File: src/rtl/om_csr_bank_if.sv
// CSR request/response bundle between the SFU and the OM CSR bank.
// The master issues writes and reads; the slave returns registered read responses.
interface om_csr_bank_if #(
  parameter int NUM_LANES = 4,
  parameter int NUM_CTX   = 4,
  parameter int DATAW     = 32,
  parameter int ADDRW     = 12
);
  localparam int WIDW = (NUM_CTX > 1) ? $clog2(NUM_CTX) : 1;

  logic                       write_enable;
  logic [ADDRW-1:0]           write_addr;
  logic [WIDW-1:0]            write_wid;
  logic [NUM_LANES-1:0]       write_tmask;
  logic [NUM_LANES*DATAW-1:0] write_data;
  logic                       read_enable;
  logic [ADDRW-1:0]           read_addr;
  logic [WIDW-1:0]            read_wid;
  logic                       read_valid;
  logic [NUM_LANES*DATAW-1:0] read_data;

  modport master (
    output write_enable, write_addr, write_wid, write_tmask, write_data,
    output read_enable, read_addr, read_wid,
    input  read_valid, read_data
  );

  modport slave (
    input  write_enable, write_addr, write_wid, write_tmask, write_data,
    input  read_enable, read_addr, read_wid,
    output read_valid, read_data
  );
endinterface

File: src/rtl/om_csr_bank.sv
// Output-merger CSR file: NUM_CTX double-buffered contexts of NUM_CSRS registers.
// Writes land in the staged copy; a COMMIT write publishes staged to active atomically.
module om_csr_bank #(
  parameter int              NUM_LANES = 4,
  parameter int              NUM_CTX   = 4,
  parameter int              NUM_CSRS  = 4,
  parameter int              DATAW     = 32,
  parameter int              ADDRW     = 12,
  parameter logic [ADDRW-1:0] BASE_ADDR = 12'h7C0,
  localparam int             WIDW      = (NUM_CTX > 1) ? $clog2(NUM_CTX) : 1
) (
  input  logic                      clk,
  input  logic                      reset,
  om_csr_bank_if.slave              csr,
  input  logic [WIDW-1:0]           ctx_sel,
  output logic [NUM_CSRS*DATAW-1:0] ctx_csrs,
  output logic [NUM_CTX-1:0]        ctx_dirty,
  output logic                      bad_addr
);
  localparam int CSRW = (NUM_CSRS > 1) ? $clog2(NUM_CSRS) : 1;

  logic [DATAW-1:0] staged_r [NUM_CTX][NUM_CSRS];
  logic [DATAW-1:0] active_r [NUM_CTX][NUM_CSRS];
  logic [NUM_CTX-1:0] dirty_r;
  logic               bad_r;
  logic               read_valid_r;
  logic [NUM_LANES*DATAW-1:0] read_data_r;

  logic [ADDRW-1:0] wr_off_s;
  logic [ADDRW-1:0] rd_off_s;
  logic [CSRW-1:0]  wr_idx_s;
  logic [CSRW-1:0]  rd_idx_s;
  logic             wr_is_reg_s;
  logic             wr_is_commit_s;
  logic             wr_fire_s;
  logic             rd_is_reg_s;
  logic             rd_is_commit_s;
  logic [DATAW-1:0] wr_value_s;
  logic [DATAW-1:0] rd_word_s;

  // Source value of a write is the lane of the lowest active thread.
  function automatic logic [DATAW-1:0] first_lane(
    input logic [NUM_LANES-1:0]       tmask,
    input logic [NUM_LANES*DATAW-1:0] data
  );
    logic [DATAW-1:0] v;
    logic             found;
    v     = '0;
    found = 1'b0;
    for (int i = 0; i < NUM_LANES; i++) begin
      if (tmask[i] && !found) begin
        v     = data[i*DATAW +: DATAW];
        found = 1'b1;
      end
    end
    return v;
  endfunction

  assign wr_off_s       = csr.write_addr - BASE_ADDR;
  assign rd_off_s       = csr.read_addr - BASE_ADDR;
  assign wr_idx_s       = wr_off_s[CSRW-1:0];
  assign rd_idx_s       = rd_off_s[CSRW-1:0];
  assign wr_is_reg_s    = (wr_off_s < ADDRW'(NUM_CSRS));
  assign wr_is_commit_s = (wr_off_s == ADDRW'(NUM_CSRS));
  assign rd_is_reg_s    = (rd_off_s < ADDRW'(NUM_CSRS));
  assign rd_is_commit_s = (rd_off_s == ADDRW'(NUM_CSRS));
  assign wr_fire_s      = csr.write_enable && (|csr.write_tmask);
  assign wr_value_s     = first_lane(csr.write_tmask, csr.write_data);

  // Read word selection from pre-edge state.
  always_comb begin
    rd_word_s = '0;
    if (rd_is_reg_s) begin
      rd_word_s = staged_r[csr.read_wid][rd_idx_s];
    end else if (rd_is_commit_s) begin
      rd_word_s = DATAW'(dirty_r);
    end else begin
      rd_word_s = '0;
    end
  end

  // Staged/active register storage and per-context dirty tracking.
  always_ff @(posedge clk) begin
    if (reset) begin
      for (int c = 0; c < NUM_CTX; c++) begin
        for (int k = 0; k < NUM_CSRS; k++) begin
          staged_r[c][k] <= '0;
          active_r[c][k] <= '0;
        end
      end
      dirty_r <= '0;
    end else if (wr_fire_s) begin
      if (wr_is_reg_s) begin
        staged_r[csr.write_wid][wr_idx_s] <= wr_value_s;
        dirty_r[csr.write_wid]            <= 1'b1;
      end else if (wr_is_commit_s) begin
        for (int k = 0; k < NUM_CSRS; k++) begin
          active_r[csr.write_wid][k] <= staged_r[csr.write_wid][k];
        end
        dirty_r[csr.write_wid] <= 1'b0;
      end
    end
  end

  // Sticky out-of-range flag, set by either port.
  always_ff @(posedge clk) begin
    if (reset) begin
      bad_r <= 1'b0;
    end else if ((wr_fire_s && !wr_is_reg_s && !wr_is_commit_s) ||
                 (csr.read_enable && !rd_is_reg_s && !rd_is_commit_s)) begin
      bad_r <= 1'b1;
    end
  end

  // One-cycle registered read response; data holds when no read is issued.
  always_ff @(posedge clk) begin
    if (reset) begin
      read_valid_r <= 1'b0;
      read_data_r  <= '0;
    end else begin
      read_valid_r <= csr.read_enable;
      if (csr.read_enable) begin
        read_data_r <= {NUM_LANES{rd_word_s}};
      end
    end
  end

  // Active copy of the datapath's context.
  always_comb begin
    ctx_csrs = '0;
    for (int k = 0; k < NUM_CSRS; k++) begin
      ctx_csrs[k*DATAW +: DATAW] = active_r[ctx_sel][k];
    end
  end

  assign ctx_dirty      = dirty_r;
  assign bad_addr       = bad_r;
  assign csr.read_valid = read_valid_r;
  assign csr.read_data  = read_data_r;
endmodule

File: src/flat_wrapper.sv
// flat-port wrapper written by rule: the top's interface ports become plain ports
module om_csr_bank_flat 
#(
  parameter int              NUM_LANES = 4,
  parameter int              NUM_CTX   = 4,
  parameter int              NUM_CSRS  = 4,
  parameter int              DATAW     = 32,
  parameter int              ADDRW     = 12,
  parameter logic [ADDRW-1:0] BASE_ADDR = 12'h7C0,
  localparam int             WIDW      = (NUM_CTX > 1) ? $clog2(NUM_CTX) : 1
)
  (clk, reset, ctx_sel, ctx_csrs, ctx_dirty, bad_addr, csr_write_enable, csr_write_addr, csr_write_wid, csr_write_tmask, csr_write_data, csr_read_enable, csr_read_addr, csr_read_wid, csr_read_valid, csr_read_data);
  om_csr_bank_if #(.NUM_LANES(NUM_LANES), .NUM_CTX(NUM_CTX), .DATAW(DATAW), .ADDRW(ADDRW)) csr_i ();
  input  logic clk;
  input  logic reset;
  input  logic [WIDW-1:0] ctx_sel;
  output logic [NUM_CSRS*DATAW-1:0] ctx_csrs;
  output logic [NUM_CTX-1:0] ctx_dirty;
  output logic bad_addr;
  input wire logic [$bits(csr_i.write_enable)-1:0] csr_write_enable;
  input wire logic [$bits(csr_i.write_addr)-1:0] csr_write_addr;
  input wire logic [$bits(csr_i.write_wid)-1:0] csr_write_wid;
  input wire logic [$bits(csr_i.write_tmask)-1:0] csr_write_tmask;
  input wire logic [$bits(csr_i.write_data)-1:0] csr_write_data;
  input wire logic [$bits(csr_i.read_enable)-1:0] csr_read_enable;
  input wire logic [$bits(csr_i.read_addr)-1:0] csr_read_addr;
  input wire logic [$bits(csr_i.read_wid)-1:0] csr_read_wid;
  output wire logic [$bits(csr_i.read_valid)-1:0] csr_read_valid;
  output wire logic [$bits(csr_i.read_data)-1:0] csr_read_data;
  assign csr_i.write_enable = csr_write_enable;
  assign csr_i.write_addr = csr_write_addr;
  assign csr_i.write_wid = csr_write_wid;
  assign csr_i.write_tmask = csr_write_tmask;
  assign csr_i.write_data = csr_write_data;
  assign csr_i.read_enable = csr_read_enable;
  assign csr_i.read_addr = csr_read_addr;
  assign csr_i.read_wid = csr_read_wid;
  assign csr_read_valid = csr_i.read_valid;
  assign csr_read_data = csr_i.read_data;
  om_csr_bank #(.NUM_LANES(NUM_LANES), .NUM_CTX(NUM_CTX), .NUM_CSRS(NUM_CSRS), .DATAW(DATAW), .ADDRW(ADDRW), .BASE_ADDR(BASE_ADDR)) u_core (.clk(clk), .reset(reset), .csr(csr_i), .ctx_sel(ctx_sel), .ctx_csrs(ctx_csrs), .ctx_dirty(ctx_dirty), .bad_addr(bad_addr));
endmodule
File: config.mk
export PLATFORM = sky130hd
export DESIGN_NAME = om_csr_bank_flat
export DESIGN_NICKNAME = d
export VERILOG_FILES = /design/src/rtl/om_csr_bank_if.sv /design/src/rtl/om_csr_bank.sv /design/src/flat_wrapper.sv
export SDC_FILE = /design/constraint.sdc
export NUM_CORES = 1
export LEC_CHECK = 0
export CORE_ASPECT_RATIO = 0.6
export CORE_MARGIN = 5
export CORE_UTILIZATION = 40
export CTS_CLUSTER_DIAMETER = 50
export DETAILED_ROUTE_END_ITERATION = 16
export MAX_ROUTING_LAYER = met4
export PLACE_DENSITY = 0.65
export REMOVE_ABC_BUFFERS = 1
export SYNTH_ARGS = -nofsm -noshare
export SYNTH_HDL_FRONTEND = slang
export SYNTH_SLANG_ARGS = --single-unit
File: constraint.sdc
create_clock -name clk -period 10.4 [get_ports clk]
set_input_delay 1.04 -clock clk [delete_from_list [all_inputs] [get_ports clk]]
set_output_delay 1.04 -clock clk [all_outputs]
set_load 0.01 [all_outputs]
==> results.toml, run 1 <==
[run_status]
status = "complete, no violations"

[job]
cap_viol_max_count = 0

[placed_design]
gp_congestion = 0.840
dp_hpwl_mm = 97.4
io_buffers = 427
placed_cells = 4912

[detailed_routing]
ant_nets = 0
drt-total-wl_mm = 172
drtIter0Drc = 5258
drc = 0
via_per_inst = 6.35
wl_per_cell_um = 33.6
drt-pass1-iter-count = 6
vias = 32402

[grt]
grt_pass1_wl_mm = 241
grt_pass1_vias = 31082
grt.busiest_layer = "met1"
grt_max_degree = 225
met3_usage_pct = 7.72
grt_overflow = 0
grt_use_met2_pct = 37.5
antenna_found_initial = 2
grtUsageMet1_pct = 39.1
grt_usage_pct = 26.8

[pwr]
swShare_pct = 24.2
power.share.combinational_pct = 8.9
finalPower_uw = 9500
switchingPower_uw = 2300
power_density_nw_per_um2 = 166
pwr-share-seq_pct = 51.7
clkPwrFrac_pct = 39.4
ir_drop_mv = 0.115
p_int_uw = 7200
power_leakage_uw = 0.0197

[timing]
worst_slew_margin_rel_pct = 11.7
finalHoldViolations = 0
fin_setup_tns_ns = 0
setup_viol = 0
max_clock_freq_ghz = 0.188
period_needed_ns = 5.31
rsz0062_at_grt = "no"
tightestPinTransition_ns = 1.32
timing.final.crit_share_pct = 51.1
worst_clock_skew_ns = 0.0226
drv_slew = 0

[synth]
seq_area_frac_synth_pct = 64.5
synthArstFlopShare_pct = 0
synthTopCellsByArea = "edfxtp_1, mux4_2, and4b_1"
yosysWarnings = 0
ys_ff_latch = 1062
synth_commonest_cells = "edfxtp_1, nor2_1, and4b_1"
synth.avg_cell_area_sq_um = 15.2
synth_area_sq_um = 48800
synth.distinct_cells = 45
synth_edf_count = 1024
yosysMostFrequentCell = "edfxtp_1"
syn_inst = 3217
synth_top_area_cell = "edfxtp_1"
yosys.area.top_type_share_pct = 63.0
synth-main-ff-cell = "edfxtp_1"

[worst_hold_path]
hold_class = "reg -> reg"

[die]
rows = 99
fp.dieArea_sq_um = 129000
coreArea_sq_um = 121000
die_h_um = 281
die_w_um = 461
io_pins = 428
initial_core_util_pct = 40.2

[clock_network]
cts_buffer_depth = 3
htree_levels = 3
clock_latency_ns = 0.72
post_cts_resized = 0
clk_pin_slew_ns = 0.06
postCtsSetupRepairBufs = 0
cts_tree = "yes"
cts_hold_buf = 0
cts_made_buffers = 104
cts_root_buf = "clkbuf_16"
clkSinkCount = 1062

[layout]
final_nets = 3568
drive_gt1_share_pct = 16.5
fin_cells = 5101
antennaDiodeCount = 0
area_growth_pct = 17.2

[setup_path]
crit_path_end_kind = "flop"
start_kind = "primary input"
criticalPathCategory = "in -> reg"
crit_fanout = 95
arrival_ns = 5.66
required_ns = 10.75
[metrics by stage]
stage | setup WS [ns] | util [%] | hold slack [ns] | instance area, sq um
floorplan | 0.395 | - | 0.520 | 46600
global placement | 4.40 | 44.5 | 0.495 | 54000
detailed placement | 4.34 | 44.5 | 0.501 | 54000
CTS | 5.12 | 47.1 | 0.524 | 57200
global route | 4.93 | 47.1 | 0.550 | 57200
finish | 5.09 | 47.1 | 0.507 | 57200
[worst max-delay path, stage by stage]
cell and delay, ns:
clkdlybuf4s50_1 0.46, or3b_1 0.40, nor4_4 0.28, buf_4 0.34, and2_4 0.87, a21o_4 0.64, buf_4 0.70, buf_4 0.72
[registers in the layout, indices dropped and copies added, names as in the netlist, named ones only]
register,cells
u_core.active_r,512
u_core.staged_r,512
u_core.csr.read_data,32
u_core.bad_addr,1
u_core.csr.read_valid,1
[per-layer routing]
layer	vias to the layer above	wire, um
li1	13049	-
met1	16724	71800
met2	2378	74100
met3	251	21800
met4	0	3840
met5	-	0
[area by class of cell]
cell class / count / area [sq um]
clock buffers: 125 / 2680
clock inverters: 64 / 578
fillers: 10342 / 64200
inverters: 5 / 18.8
multi-input cells: 1691 / 15300
flip-flops and latches: 1062 / 31500
well taps: 1616 / 2020
repair buffers: 538 / 5140
[cell usage in the layout, fill, tap and decap left out, types with 5 or more instances in the layout]
master              n
a21oi_1            40
a221oi_1           25
a221oi_2            8
a22o_1             29
a22oi_1            27
a32o_1              6
and4_1            128
and4b_1           256
buf_4             113
bufinv_16           8
clkbuf_1           21
clkbuf_16         104
clkdlybuf4s50_1   416
clkinv_1           21
clkinv_2           19
clkinvlp_4          5
dfxtp_1            38
edfxtp_1         1024
inv_1               5
inv_6               5
mux2_2             10
mux2i_1             9
mux4_2            247
nand2_1            37
nand2_2            16
nand2b_1           10
nand3_1            59
nand3_2             9
nand3b_1           60
nand4_1             8
nor2_1            521
nor2b_1             5
nor4_1              7
nor4b_1           128
o31ai_1             5
[kinds of logic (layout without fill, tap and decap cells)]
kind of cell | after synthesis | after routing | synth area share, %
and+or+nand+nor | 1263 | 1263 | 16.6
buffers and inverters | 464 | 732 | 4.59
muxes | 266 | 266 | 11.8
DFF | 1062 | 1062 | 64.5
AOI/OAI and AO/OA | 162 | 162 | 2.49
[final timing paths]
path | startpoint | endpoint | slack, ns | cells past startpoint
min | u_core.bad_addr | u_core.bad_addr | 0.51 | 1
min reg2reg | u_core.bad_addr | u_core.bad_addr | 0.51 | 1
max | csr_write_addr[10] | u_core.active_r[2][67] | 5.09 | 8
max reg2reg | u_core.staged_r[2][118] | u_core.csr.read_data[118] | 8.55 | 4
[power groups by stage]
stage / clock network [uW] / logic, uW / registers, uW
2_1_floorplan: 0 / 338 / 4960
6_report: 3740 / 850 / 4910
3_3_place_gp: 0 / 843 / 4990
3_5_place_dp: 0 / 847 / 5000
4_1_cts: 3760 / 850 / 4910
5_1_grt: 3940 / 888 / 4920
(Power assumes the default switching activity.)
==> run 2, diff against run 1 <==
- PLACE_DENSITY: 0.65 -> 0.67
- clock period: 10.4 -> 4.5 ns (I/O delays scaled with it)
==> results.toml, run 2 (same netlist as run 1, synthesis figures left out) <==
[run_status]
status = "complete, no violations"

[setup_path]
reg2reg_to = "u_core.csr.read_data[109]"
worstRegToRegCells = 4
crit_path_end_kind = "output pin"
arrival_ns = 2.60
start_kind = "primary input"
timing.rr.start = "u_core.staged_r[2][45]"
criticalPathCategory = "in -> out"
crit_fanout = 53
rrSetupSlack_ns = 2.73
required_ns = 4.05

[grt]
grt_usage_pct = 27.0
grt_overflow = 0
grt_pass1_vias = 31636
grt_pass1_wl_mm = 242
antenna_found_initial = 4
grt_max_degree = 205

[clock_network]
htree_levels = 3
post_cts_resized = 0
cts_tree = "yes"
clkSinkCount = 1062
postCtsSetupRepairBufs = 0
cts_made_buffers = 97
clk_pin_slew_ns = 0.07
cts_buffer_depth = 3
clock_latency_ns = 0.69
cts_hold_buf = 0
cts_root_buf = "clkbuf_16"

[placed_design]
gp_congestion = 0.839
io_buffers = 427
post-place-ws_ns = 0.907
dp_hpwl_mm = 98.6
dpl_cell_area_sq_um = 54500

[timing]
worst_clock_skew_ns = 0.0183
holdWs_ns = 0.329
finalHoldViolations = 0
timing.final.crit_share_pct = 67.7
drv_slew = 0
setup_viol = 0
period_needed_ns = 3.05
setup_ws_ns = 1.45
rsz0062_at_grt = "no"
max_clock_freq_ghz = 0.328
worst_slew_margin_rel_pct = 28.7
tightestPinTransition_ns = 1.06
fin_setup_tns_ns = 0

[die]
die_h_um = 281
rows = 99
fp.dieArea_sq_um = 129000
die_w_um = 461
initial_core_util_pct = 40.2
coreArea_sq_um = 121000
io_pins = 428

[layout]
area_growth_pct = 18.1
final_nets = 3578
mostFrequentLayoutCell = "edfxtp_1"
layout_common_cells = "edfxtp_1, nor2_1, clkdlybuf4s50_1"
drive_gt1_share_pct = 16.9
design_area_sq_um = 57700

[detailed_routing]
vias = 32863
drt-pass1-iter-count = 6
via_per_inst = 6.43
drt-total-wl_mm = 174
wl_per_cell_um = 34.1
drc = 0
ant_nets = 0
drtIter0Drc = 5381

[pwr]
power_density_nw_per_um2 = 378
ir_drop_mv = 0.298
finalPower_uw = 21800
power_leakage_uw = 0.0199

[worst_hold_path]
hold_class = "in -> reg"
hp-start = "csr_write_tmask[1]"
whs_endpoint = "u_core.bad_addr"
holdPathStages = 4

[job]
cap_viol_max_count = 0
[run 2: stage by stage]
step | util, % | std cells
floorplan | - | 2758
global placement | 44.9 | 4929
detailed placement | 44.9 | 4929
CTS | 47.5 | 5109
global route | 47.5 | 5110
finish | 47.5 | 5112
[run 2: layout make-up]
type	count	area, sq um
clock inverter	62	561
multi-input combinational	1691	15400
tap	1616	2020
clock buffer	118	2560
inverter	5	18.8
timing repair buffer	555	5560
antenna	3	7.51
fill	10328	63700
sequential	1062	31500
[run 2: how the worst max path moves through the flow]
stage                             from                     end  cells past startpoint
detailed placement  csr_write_addr[10]  u_core.active_r[2][91]                      7
floorplan            csr_write_addr[5]   u_core.active_r[0][0]                      4
global placement    csr_write_addr[10]  u_core.active_r[2][91]                      7
global route                ctx_sel[0]            ctx_csrs[49]                      4
CTS                         ctx_sel[0]           ctx_csrs[115]                      4
finish                      ctx_sel[0]           ctx_csrs[103]                      4
[run 2: layer usage]
metal / vias up / global-route usage (%) / wire, um
li1: 13107 / - / -
met1: 16815 / 38.0 / 68900
met2: 2666 / 37.1 / 74200
met3: 275 / 10.2 / 26700
met4: 0 / 6.71 / 4580
met5: - / - / 0
[run 2: worst max-delay path, stage by stage]
cell and delay [ns]:
buf_8 0.54, buf_12 0.34, mux4_2 0.59, clkdlybuf4s50_1 0.52
[run 2: power breakdown]
part / total [uW] / internal (uW) / leakage, uW / switching [uW]
Clock: 8400 / 4580 / 0.00153 / 3820
Sequential: 11400 / 11200 / 0.0107 / 200
Combinational: 2030 / 786 / 0.00766 / 1240
Total: 21800 / 16500 / 0.0199 / 5260
